--- config.mk ---
export PLATFORM = sky130hd
export DESIGN_NAME = dac_spi_multi
export DESIGN_NICKNAME = d
export VERILOG_FILES = /design/src/rtl/dac_spi_pkg.sv /design/src/rtl/spi_half_tick.sv /design/src/rtl/dac_spi_multi.sv
export SDC_FILE = /design/constraint.sdc
export NUM_CORES = 1
export LEC_CHECK = 0
export ABC_AREA = 1
export ABC_CLOCK_PERIOD_IN_PS = 2750
export CORE_MARGIN = 3
export CORE_UTILIZATION = 54
export CTS_CLUSTER_DIAMETER = 150
export DETAILED_ROUTE_END_ITERATION = 6
export DONT_BUFFER_PORTS = 1
export PLACE_DENSITY = 0.69
export SYNTH_ARGS = -nofsm -noshare
export SYNTH_HDL_FRONTEND = slang
export SYNTH_SLANG_ARGS = --single-unit
export TNS_END_PERCENT = 30
--- constraint.sdc ---
create_clock -name i_clock -period 2.75 [get_ports i_clock]
set_input_delay 0.1375 -clock i_clock [delete_from_list [all_inputs] [get_ports i_clock]]
set_output_delay 0.1375 -clock i_clock [all_outputs]
set_load 0.02 [all_outputs]
--- src/rtl/dac_spi_pkg.sv ---
// Shared definitions for the SPI DAC transmitter: FSM state encoding and SPI phase constants.
package dac_spi_pkg;

  typedef enum logic [2:0] {
    IDLE,
    SETUP,
    SHIFT,
    HOLD,
    GAP,
    LDAC
  } state_e;

  // CPHA values: where the receiving DAC samples relative to the frame's first clock edge.
  localparam bit CPHA_LEADING  = 1'b0;
  localparam bit CPHA_TRAILING = 1'b1;

endpackage

--- src/rtl/spi_half_tick.sv ---
// Half-period timebase: counts CLK_DIV system cycles and emits a one-cycle tick on the last one.
module spi_half_tick #(
  parameter int CLK_DIV = 10
) (
  input  logic i_clock,
  input  logic i_reset,
  input  logic i_clear,
  output logic o_tick
);

  localparam int CNT_W = $clog2(CLK_DIV);
  localparam logic [CNT_W-1:0] LAST = CNT_W'(CLK_DIV - 1);

  logic [CNT_W-1:0] count;

  // NOTE: sequential state uses non-blocking assignments so every register samples pre-edge values.
  always_ff @(posedge i_clock) begin
    if (i_reset || i_clear || count == LAST) count <= '0;
    else                                      count <= count + 1'b1;
  end

  assign o_tick = !i_clear && (count == LAST);

endmodule

--- src/rtl/dac_spi_multi.sv ---
// Multi-channel SPI DAC transmitter: one CS frame per enabled channel, then a shared LDAC pulse.
module dac_spi_multi
  import dac_spi_pkg::*;
#(
  parameter int DATA_WIDTH = 24,
  parameter int CHANNELS   = 2,
  parameter int CLK_DIV    = 10,
  parameter bit CPOL       = 1'b1,
  parameter bit CPHA       = 1'b0,
  parameter int CS_GAP     = 2
) (
  input  logic                           i_clock,
  input  logic                           i_reset,
  input  logic [CHANNELS*DATA_WIDTH-1:0] i_data,
  input  logic [CHANNELS-1:0]            i_channel_mask,
  input  logic                           i_send,
  output logic                           o_Ready,
  output logic                           o_Done,
  output logic                           o_SPI_CS,
  output logic                           o_SPI_clock,
  output logic                           o_SPI_data,
  output logic                           o_LDAC
);

  localparam int BIT_W = $clog2(DATA_WIDTH + 1);
  localparam int GAP_W = $clog2(CS_GAP + 1);

  state_e                         state, next_state;
  logic                           tick;
  logic [CHANNELS*DATA_WIDTH-1:0] data_q, scan_data;
  logic [CHANNELS-1:0]            pending, scan_mask, first_oh;
  logic [DATA_WIDTH-1:0]          first_word, shift_q;
  logic [BIT_W-1:0]               bit_cnt;
  logic [GAP_W-1:0]               gap_cnt;
  logic                           accept, leading, shift_done, gap_done, toggle, enter_setup;

  spi_half_tick #(.CLK_DIV(CLK_DIV)) u_half_tick (
    .i_clock (i_clock),
    .i_reset (i_reset),
    .i_clear (state == IDLE),
    .o_tick  (tick)
  );

  assign accept      = i_send && o_Ready && (|i_channel_mask);
  assign leading     = (o_SPI_clock == CPOL);
  // The 2*DATA_WIDTH-th half-period ends with the clock back at idle and all trailing edges issued.
  assign shift_done  = leading && (bit_cnt == BIT_W'(DATA_WIDTH));
  assign gap_done    = (gap_cnt == GAP_W'(CS_GAP - 1));
  assign toggle      = tick && ((state == SETUP) || (state == SHIFT && !shift_done));
  assign enter_setup = (next_state == SETUP) && (state != SETUP);

  // Lowest-index pending channel; on the accepting cycle the scan looks at the live inputs.
  always_comb begin
    scan_mask  = (state == IDLE) ? i_channel_mask : pending;
    scan_data  = (state == IDLE) ? i_data : data_q;
    first_oh   = scan_mask & (~scan_mask + 1'b1);
    first_word = '0;
    for (int c = 0; c < CHANNELS; c++) begin
      if (first_oh[c]) first_word = scan_data[c*DATA_WIDTH +: DATA_WIDTH];
    end
  end

  always_ff @(posedge i_clock) begin
    if (i_reset) state <= IDLE;
    else         state <= next_state;
  end

  // NOTE: next_state gets a default before the case so no path leaves it unassigned (no latch).
  always_comb begin
    next_state = state;
    case (state)
      IDLE:    if (accept)                next_state = SETUP;
      SETUP:   if (tick)                  next_state = SHIFT;
      SHIFT:   if (tick && shift_done)    next_state = HOLD;
      HOLD:    if (tick)                  next_state = GAP;
      GAP:     if (tick && gap_done)      next_state = (|pending) ? SETUP : LDAC;
      LDAC:    if (tick)                  next_state = IDLE;
      default:                            next_state = IDLE;
    endcase
  end

  always_ff @(posedge i_clock) begin
    if (i_reset) begin
      o_SPI_CS    <= 1'b1;
      o_SPI_clock <= CPOL;
      o_SPI_data  <= 1'b0;
      o_LDAC      <= 1'b1;
      o_Ready     <= 1'b1;
      o_Done      <= 1'b0;
      data_q      <= '0;
      pending     <= '0;
      shift_q     <= '0;
      bit_cnt     <= '0;
      gap_cnt     <= '0;
    end else begin
      o_Done <= 1'b0;
      if (accept) begin
        data_q  <= i_data;
        o_Ready <= 1'b0;
      end
      if (enter_setup) begin
        o_SPI_CS <= 1'b0;
        pending  <= scan_mask & ~first_oh;
        bit_cnt  <= '0;
        if (CPHA == CPHA_LEADING) begin
          o_SPI_data <= first_word[DATA_WIDTH-1];
          shift_q    <= first_word << 1;
        end else begin
          shift_q    <= first_word;
        end
      end
      if (toggle) begin
        o_SPI_clock <= ~o_SPI_clock;
        if (leading) begin
          if (CPHA == CPHA_TRAILING) begin
            o_SPI_data <= shift_q[DATA_WIDTH-1];
            shift_q    <= shift_q << 1;
          end
        end else begin
          bit_cnt <= bit_cnt + 1'b1;
          // The last bit stays on the line after its final sampling edge until the frame closes.
          if (CPHA == CPHA_LEADING && bit_cnt != BIT_W'(DATA_WIDTH - 1)) begin
            o_SPI_data <= shift_q[DATA_WIDTH-1];
            shift_q    <= shift_q << 1;
          end
        end
      end
      if (state == HOLD && tick) begin
        o_SPI_CS   <= 1'b1;
        o_SPI_data <= 1'b0;
        gap_cnt    <= '0;
      end
      if (state == GAP && tick)       gap_cnt <= gap_cnt + 1'b1;
      if (state == GAP && next_state == LDAC) o_LDAC <= 1'b0;
      if (state == LDAC && tick) begin
        o_LDAC  <= 1'b1;
        o_Done  <= 1'b1;
        o_Ready <= 1'b1;
      end
    end
  end

endmodule

==> summary.md, run 1 <==
| Metric | Value |
|---|---|
| Avg Cell Area, Syn | 6.24 um2 |
| Seq/Total Area, Yosys | 35.2% |
| Remaining global-route overflow | 0 |
| Syn-to-layout area delta | 9.73% |
| Sw Share | 29.1% |
| Number of global-route vias before repair | 3597 |
| Pin count of the biggest net entering global routing | 49 |
| Crit path max fanout | 32 |
| Max Freq | 463 MHz |
| Drc violations | 0 |
| Critical Path, Cell by Cell | inv_2, nand2_2, nor2_1, nor2_1, nand3_2, nand3_4, nand2_1, nand3_1, nand2_1, inv_1 |
| Setup TNS | 0 ns |
| VDD IR max | 283 uV |
| Clk slew on worst S/H paths | 0.07 ns |
| Routed Antenna Nets | 0 |
| Yosys Warn Count | 0 |
| Cells after synthesis | 629 |
| CTS tree | yes |
| Synth cell types | 31 |
| Max-slew violations | 0 |
| Drt wl/cell | 13.1 um |
| Crit path launch type | flop |
| Worst path bufs/invs | 2 |
| GRT Util Overall | 24.1% |
| Status | completed |
| H-Tree Depth | 3 |
| Most frequent cells in the layout | nand2_1 (203), nor2_1 (110), dfxtp_1 (69) |
| Worst path slowest cell | inv_2 |
| Slowest stage delay, CP | 0.40 ns |
| Initial Utilization | 56.8% |
| Sink Count | 69 |
| Post-CTS repair timing setup buffer count | 0 |
| IO Pins | 59 |
| Post-Route WL | 9610 um |
| Die span in y | 91.2 um |
| Leakage | 2.24 nW |
| Comb power frac | 18.4% |
| Layout cells sized above 1 | 7.08% |
| CTS Root Cell | clkbuf_8 |
| Crit path DAT | 2.40 ns |
| Final cell count without fillers | 732 |
| Unrepaired setup endpoints after global routing | no |
| DP HPWL | 6560 um |
| Setup Viol. Count Final | 0 |
| Worst-Margin Slew | 1.20 ns |
| Tcrit/Tclk final | 78.6% |
| Worst path required time | 2.98 ns |
| Cell area after synthesis | 3920 um2 |
| NetSw | 0.662 mW |
| Final Hold Viols | 0 |
| Clock Power Share | 33.1% |
| Port bufs | 0 |
| Crit path max-delay family | simple AND/OR/NAND/NOR gates |
| DIE AREA | 8320 um2 |
| CTS buffer count | 9 |
| FF+latch count, synth | 69 |
| Vias post-DR | 3737 |
| First-pass GRT wire length | 16400 um |
| Drt initial violations | 245 |
| Flop pwr share | 48.5% |
| Clk Latency, worst-skew pair | 0.34 ns |
| Initial antenna violation count | 0 |
| Setup ws final | 0.589 ns |
| Core Rows | 30 |
| Number of diodes | 0 |
| Pre-CTS setup slack | 0.645 ns |
| Final Critical Period | 2.16 ns |
| WS Path Type | reg -> reg |
| Pwr Density | 528 nW/um2 |
| Via/cell ratio | 5.11 |
| Clock Path Buffers | 2 |
| Slew margin rel. | 19.5% |
| Internal cell power | 1.61 mW |
| Most common cell after layout, fill and taps aside | nand2_1 |
| Syn nets | 687 |
| Area of the core | 6910 um2 |
| GPL Wtd Cong | 0.913 |
| Clk_skew | 0.00740 ns |
| DP Cell Count | 691 |
| Die X-Extent | 91.2 um |
| Nets | 690 |
| Pre-antenna DRT Iters | 5 |
| Hold WC Path Type | in -> reg |
| CP Capture Type | flop |
| Total of max-cap violations | 0 |
registers in the layout, indices dropped and copies added, names as in the netlist:
name / count
shift_q: 24
o_SPI_data: 1
data_q: 24
o_Ready: 1
bit_cnt: 5
u_half_tick.count: 4
o_Done: 1
pending: 1
o_SPI_clock: 1
o_SPI_CS: 1
o_LDAC: 1
gap_cnt: 2
state: 3
power groups by stage:
| stage | Clock (mW) | Combinational (mW) | Sequential (mW) |
|---|---|---|---|
| after floorplan | 0 | 0.336 | 1.12 |
| final | 0.752 | 0.418 | 1.10 |
| after CTS | 0.774 | 0.415 | 1.10 |
| after global placement | 0 | 0.370 | 1.12 |
| after detailed placement | 0 | 0.378 | 1.12 |
| after global routing | 0.812 | 0.479 | 1.11 |
logic make-up (layout without fill, tap and decap cells):
group	Yosys count	after routing	synth area share (%)
buffers and inverters	92	99	10.8
adders and majority gates	5	5	1.59
and+or+nand+nor	419	419	46.0
xor gates and xnor gates	3	3	0.670
DFF	69	69	35.2
AOI/OAI and AO/OA	41	41	5.71
Yosys cell counts:
cell	n	share of area (%)
a21oi_1	8	1.0
a21oi_4	1	0.41
a31oi_1	2	0.32
buf_1	2	0.19
buf_2	12	1.5
buf_4	5	0.96
buf_6	6	1.7
clkbuf_1	17	1.6
clkinv_1	1	0.096
dfxtp_1	69	35
ha_1	5	1.6
inv_1	43	4.1
inv_2	6	0.57
nand2_1	203	19
nand2_2	4	0.64
nand3_1	62	7.9
nand3_2	4	1.0
nand3_4	1	0.45
nand4_1	25	4.0
nor2_1	110	11
nor2_2	4	0.64
nor2_4	3	0.86
nor3_1	1	0.13
nor3_2	1	0.26
nor4_1	1	0.16
o21a_1	1	0.19
o21ai_0	26	3.3
o21ai_1	2	0.26
o21bai_1	1	0.19
xnor2_1	1	0.22
xor2_1	2	0.45
repair_timing:
action                    4_1_cts  5_1_grt
hold endpoints to repair       59        0
resized for setup               0        0
hold buffers                   26        0
final timing paths:
path / startpoint / endpoint / slack, ns / cells past startpoint
min: i_reset / state[2] / 0.06 / 3
max reg2reg: state[2] / shift_q[12] / 0.59 / 10
min reg2reg: shift_q[0] / shift_q[0] / 0.46 / 2
max: state[2] / shift_q[12] / 0.59 / 10
per-layer routing:
layer	up-vias	part of all wire, %	wire [um]	track usage [%]
met1	1640	47	4550	33.0
li1	1983	-	-	-
met2	97	45	4330	36.8
met3	17	5.9	568	5.47
met4	0	1.7	165	8.92
met5	-	0	0	0
per-stage QoR:
step / utilization (%) / power, mW / instance area [um2] / hold slack [ns]
after floorplan: - / 1.45 / 3920 / 0.294
after global placement: 56.0 / 1.49 / 3870 / 0.211
after detailed placement: 56.0 / 1.50 / 3870 / 0.215
after CTS: 62.3 / 2.29 / 4300 / 0.0397
after global routing: 62.3 / 2.40 / 4300 / 0.0792
final: 62.3 / 2.27 / 4300 / 0.0599
final cells by class:
type	count	area, um2
Clock buffer	14	173
Timing Repair Buffer	34	320
Inverter	50	188
Tap cell	96	120
Fill cell	714	2600
Multi-Input combinational cell	468	2120
Sequential cell	69	1380
Clock inverter	1	5.00
tightest hold or removal path, stage by stage:
cell and delay, ns:
clkinv_1 0.11, nand2_1 0.07, inv_1 0.05
(Power assumes the default switching activity.)
==> inputs of run 2 (changes only) <==
--- a/config.mk
+++ b/config.mk
@@ -6,7 +6,7 @@
 export NUM_CORES = 1
 export LEC_CHECK = 0
 export ABC_AREA = 1
-export ABC_CLOCK_PERIOD_IN_PS = 2750
+export ABC_CLOCK_PERIOD_IN_PS = 2200
 export CORE_MARGIN = 3
 export CORE_UTILIZATION = 54
 export CTS_CLUSTER_DIAMETER = 150
==> constraint.sdc (replaced) <==
create_clock -name i_clock -period 2.2 [get_ports i_clock]
set_input_delay 0.11 -clock i_clock [delete_from_list [all_inputs] [get_ports i_clock]]
set_output_delay 0.11 -clock i_clock [all_outputs]
set_load 0.02 [all_outputs]
==> summary.md, run 2 (synthesis results as in run 1) <==
| Metric | Value |
|---|---|
| Status | completed |
| Sequential cell area | 1380 um2 |
| Drc violations | 0 |
| Hold Worst Slack | 0.0406 ns |
| CTS tree | yes |
| Worst reg-to-reg setup slack | 0.18 ns |
| Post-Route WL | 10100 um |
| Via/cell ratio | 5.22 |
| Nets | 694 |
| Most frequent cells in the layout | nand2_1 (203), nor2_1 (110), dfxtp_1 (69) |
| Final Critical Period | 2.02 ns |
| Drt wl/cell | 13.7 um |
| Clk_skew | 0.00740 ns |
| Crit Reg-Reg Startpoint | u_half_tick.count[0] |
| IO Pins | 59 |
| Max-slew violations | 0 |
| Max Freq | 495 MHz |
| Largest regs | data_q (24), shift_q (24), bit_cnt (5) |
| Die span in y | 91.2 um |
| Pin count of the biggest net entering global routing | 49 |
| Routed Antenna Nets | 0 |
| H-Tree Depth | 3 |
| CTS Root Cell | clkbuf_8 |
| Worst Setup EP | shift_q[17] |
| Die X-Extent | 91.2 um |
| Area of the core | 6910 um2 |
| Initial antenna violation count | 0 |
| Worst path required time | 2.44 ns |
| Number of global-route vias before repair | 3470 |
| Worst-Margin Slew | 0.768 ns |
| Unrepaired setup endpoints after global routing | no |
| GRT Util Overall | 24.2% |
| Syn-to-layout area delta | 12.3% |
| Number of diodes | 0 |
| GPL Wtd Cong | 0.954 |
| Sink Count | 69 |
| Layout cells sized above 1 | 8.11% |
| Drt initial violations | 263 |
| Slew margin rel. | 48.7% |
| Setup Viol. Count Final | 0 |
| Clk Latency, worst-skew pair | 0.34 ns |
| DP HPWL | 6420 um |
| Clock Path Buffers | 2 |
| Crit path launch | u_half_tick.count[0] |
| Final Hold Viols | 0 |
| Clk slew on worst S/H paths | 0.07 ns |
| VDD IR max | 410 uV |
| Most common cell after layout, fill and taps aside | nand2_1 |
| Cell Area, Placed | 3870 um2 |
| Tcrit/Tclk final | 91.8% |
| WS Path Type | reg -> reg |
| Port bufs | 0 |
| Initial Utilization | 56.8% |
| Core Rows | 30 |
| Post-Layout Inst Area | 4400 um2 |
| Crit path launch type | flop |
| Crit path DAT | 2.26 ns |
| Remaining global-route overflow | 0 |
| Filler Cells Inserted | 683 |
| CP Capture Type | flop |
| Pwr Density | 701 nW/um2 |
| Vias post-DR | 3850 |
| Hold WC Path Type | in -> reg |
| Crit path max fanout | 25 |
| CTS buffer count | 9 |
| DIE AREA | 8320 um2 |
| Pre-antenna DRT Iters | 6 |
| First-pass GRT wire length | 16500 um |
| Worst reg-to-reg path cell count | 12 |
| Hold path cells | 2 |
| Multi-input combinational cell area | 2140 um2 |
| Final core occ | 63.8% |
| Total of max-cap violations | 0 |
| Worst flop-to-flop path endpoint | shift_q[17] |
| Leakage | 2.29 nW |
run 2: changes by cell type in the layout (fill, tap and decap cells not counted), sizes merged:
cell and delta:
dlygate4sd3 -1, clkinv +1, nor2 +1, buf +3, bufinv +2, nand3 +1
clkbuf -2
run 2: final cells by class:
cell class              instances  area share (%)
clock buffers                  12            3.52
well taps                      96            2.73
repair buffers                 36            7.93
multi-input cells             470            48.6
flip-flops and latches         69            31.4
clock inverters                 4            1.59
inverters                      50            4.26
run 2: critical path, cell delays in order (launching register included):
cell	delay, ns
dfxtp_1	0.39
ha_1	0.20
nand3_2	0.09
buf_4	0.16
nand2_1	0.10
nand2_1	0.07
nor2_1	0.15
nand3_2	0.19
buf_6	0.23
nand4_1	0.11
nand3_1	0.10
nand2_1	0.08
inv_1	0.04
run 2: worst min-delay path by stage:
stage / start / slack (ns) / to
finish: i_reset / 0.04 / state[0]
global route: i_reset / 0.05 / bit_cnt[1]
CTS: i_reset / 0.03 / bit_cnt[2]
detailed placement: i_reset / 0.18 / state[0]
global placement: i_reset / 0.18 / bit_cnt[2]
floorplan: i_channel_mask[1] / 0.27 / pending[1]
run 2: report_power, final:
part           switching (mW)  internal (mW)  leakage [nW]  total (mW)
Sequential             0.0496           1.33         0.564        1.38
Clock                   0.463          0.697         0.116        1.16
Combinational           0.348          0.199          1.61       0.547
run 2: timing repair:
action,4_1_cts,5_1_grt
endpoints found under the hold margin,59,0
hold buffers,26,0
gates cloned,1,1
setup buffers,0,1
gates resized for setup,0,2
pin swaps,1,2
setup endpoints to repair,26,32
run 2: per-stage QoR:
stage                     TNS [ns]  power (mW)  std cells  setup slack (ns)
after floorplan                  0        1.82        629             0.554
after global placement           0        1.86        692            0.0128
after detailed placement    -0.946        1.88        692           -0.0802
after CTS                        0        3.08        735            0.0264
after global routing             0        3.25        737            0.0121
final                            0        3.09        737             0.180
run 2: per-layer routing:
metal  GRT usage, %  up-vias  part of all wire (%)
met5              0        -                     0
met4           8.67        0                   2.4
met3           3.23       16                   4.9
met2           37.7       88                    47
met1           34.3     1753                    46
li1               -     1993                     -
==> inputs of run 3 (changes only) <==
--- a/config.mk
+++ b/config.mk
@@ -5,7 +5,6 @@
 export SDC_FILE = /design/constraint.sdc
 export NUM_CORES = 1
 export LEC_CHECK = 0
-export ABC_AREA = 1
 export ABC_CLOCK_PERIOD_IN_PS = 2200
 export CORE_MARGIN = 3
 export CORE_UTILIZATION = 54
==> summary.md, run 3 <==
| Metric | Value |
|---|---|
| DP Cell Count | 545 |
| Port bufs | 0 |
| Pwr Density | 664 nW/um2 |
| Seq/Total Area, Yosys | 36.6% |
| Overall power | 2.84 mW |
| Critical Path, Cell by Cell | inv_1, ha_1, and3_1, a32o_1, a211o_1, buf_4, a32oi_1, a21oi_1 |
| CP Capture Type | flop |
| First-pass GRT wire length | 15000 um |
| Leakage | 1.57 nW |
| Final Hold Viols | 0 |
| Setup Viol. Count Final | 0 |
| Core Rows | 29 |
| Drt initial violations | 176 |
| Most common cell after layout, fill and taps aside | a21oi_1 |
| H-Tree Depth | 3 |
| Nets | 548 |
| Slowest stage delay, CP | 0.39 ns |
| Sequential cell area | 1380 um2 |
| Number of global-route vias before repair | 3175 |
| Pre-CTS setup slack | 0.116 ns |
| Yosys top cell area share | 36.6% |
| Via/cell ratio | 5.95 |
| Final Critical Period | 2.09 ns |
| Cell area after synthesis | 3780 um2 |
| Cells after synthesis | 487 |
| DP HPWL | 5960 um |
| GRT Util Overall | 24.0% |
| Synth top cells by count | a21oi_1 (80), dfxtp_1 (69), nand2_1 (56), o21ai_0 (51), clkbuf_1 (30) |
| Max-slew violations | 0 |
| FFs w/ async S/R, synth | 0% |
| GPL Wtd Cong | 0.877 |
| Remaining global-route overflow | 0 |
| Post-Route WL | 9540 um |
| Pin count of the biggest net entering global routing | 67 |
| FF+latch count, synth | 69 |
| DIE AREA | 8030 um2 |
| Initial antenna violation count | 0 |
| Tcrit/Tclk final | 94.9% |
| Post-synth EDFFs | 0 |
| Clk_skew | 0.00857 ns |
| Crit path max fanout | 8 |
| WS Path Type | reg -> reg |
| Multi-input combinational cell area | 2130 um2 |
| Syn-to-layout area delta | 13.2% |
| Drt wl/cell | 16.3 um |
| CTS Root Cell | clkbuf_8 |
| Layout cells sized above 1 | 7.69% |
| Final cell count without fillers | 587 |
| Vias post-DR | 3495 |
| VDD IR max | 347 uV |
| Hold WC Path Type | in -> reg |
| Pre-antenna DRT Iters | 5 |
| Worst path required time | 2.42 ns |
| Clk slew on worst S/H paths | 0.07 ns |
| CTS buffer count | 9 |
| Setup TNS | 0 ns |
| Die span in y | 89.6 um |
| Most frequent cells in the layout | a21oi_1 (80), dfxtp_1 (68), nand2_1 (56) |
| Slew margin rel. | 69.8% |
| Area of the core | 6570 um2 |
| Drc violations | 0 |
| Worst path slowest cell | a211o_1 |
| Number of diodes | 0 |
| IO Pins | 59 |
| Status | completed |
| Routed Antenna Nets | 0 |
| Crit path DAT | 2.31 ns |
| Synth area leaders | dfxtp_1 (37%), a21oi_1 (11%), o21ai_0 (6.8%), and3b_1 (5.8%), nand2_1 (5.6%) |
| Setup ws final | 0.111 ns |
| Avg Cell Area, Syn | 7.76 um2 |
| Max Freq | 479 MHz |
| Clock Path Buffers | 2 |
| Total of max-cap violations | 0 |
| Worst-Margin Slew | 0.449 ns |
| Post-synth top flop | dfxtp_1 |
| Largest regs | data_q (24), shift_q (24), bit_cnt (5) |
| Most frequent cell after synthesis | a21oi_1 |
| Crit path launch type | flop |
| Hold Worst Slack | 0.114 ns |
| Filler Cells Inserted | 573 |
| Die X-Extent | 89.6 um |
| Syn nets | 545 |
| Synth cell types | 42 |
| Initial Utilization | 57.5% |
| Cell taking the most area after synthesis | dfxtp_1 |
| Sink Count | 69 |
| CTS tree | yes |
| Clk Latency, worst-skew pair | 0.35 ns |
| Yosys Warn Count | 0 |
## run 3: critical path: cells and delay by family (launching register included)
family,cells,cell delay (ns)
fa+ha+maj,1,0.19
simple gates,1,0.18
compound gates,4,0.95
flops,1,0.35
buf+inv,2,0.29
## run 3: logic make-up after synthesis
group                    synth area share [%]
AO/OA/AOI/OAI                            27.0
buffers and inverters                    7.12
XOR/XNOR                                 1.39
adder cells (fa/ha/maj)                  1.66
AND/OR/NAND/NOR                          26.2
flip-flops                               36.6
## run 3: path summary, 6_finish.rpt
check / endpoint / start / slack, ns / cells after the start
worst max-delay path: shift_q[5] / bit_cnt[0] / 0.11 / 8
worst min register to register: data_q[41] / data_q[41] / 0.46 / 2
worst min-delay path: state[2] / i_reset / 0.11 / 2
worst max register to register: shift_q[5] / bit_cnt[0] / 0.11 / 8
## run 3: area by class of cell
class | instances | share of cell area (%)
flip-flops and latches | 69 | 32.3
repair buffers | 44 | 10.1
clock inverters | 1 | 0.702
well taps | 93 | 2.72
clock buffers | 14 | 3.80
inverters | 6 | 0.526
multi-input cells | 360 | 49.8
## run 3: metal layers
layer  track usage [%]  part of all wire (%)  up-vias
li1                  -                     -     1747
met1              30.2                    43     1632
met2              39.4                    50       90
met3              5.11                   4.2       26
met4              10.6                   2.8        0
met5                 0                     0        -
## run 3: metrics by stage
step,utilization (%),instance area [um2]
2_1_floorplan,-,3780
4_1_cts,65.0,4270
3_5_place_dp,57.7,3790
3_3_place_gp,57.7,3790
5_1_grt,65.1,4280
6_report,65.1,4280
## run 3: power by group
| part | leakage (nW) | switching [mW] | internal (mW) |
|---|---|---|---|
| sequential | 0.563 | 0.0404 | 1.31 |
| combinational | 0.912 | 0.258 | 0.188 |
| clock | 0.0968 | 0.457 | 0.582 |
## run 3: repair_timing
item | 4_1_cts | 5_1_grt
hold endpoints to repair | 69 | 0
hold buffers | 27 | 0
setup endpoints to repair | 0 | 13
buffers inserted | 0 | 0
resized for setup | 0 | 4
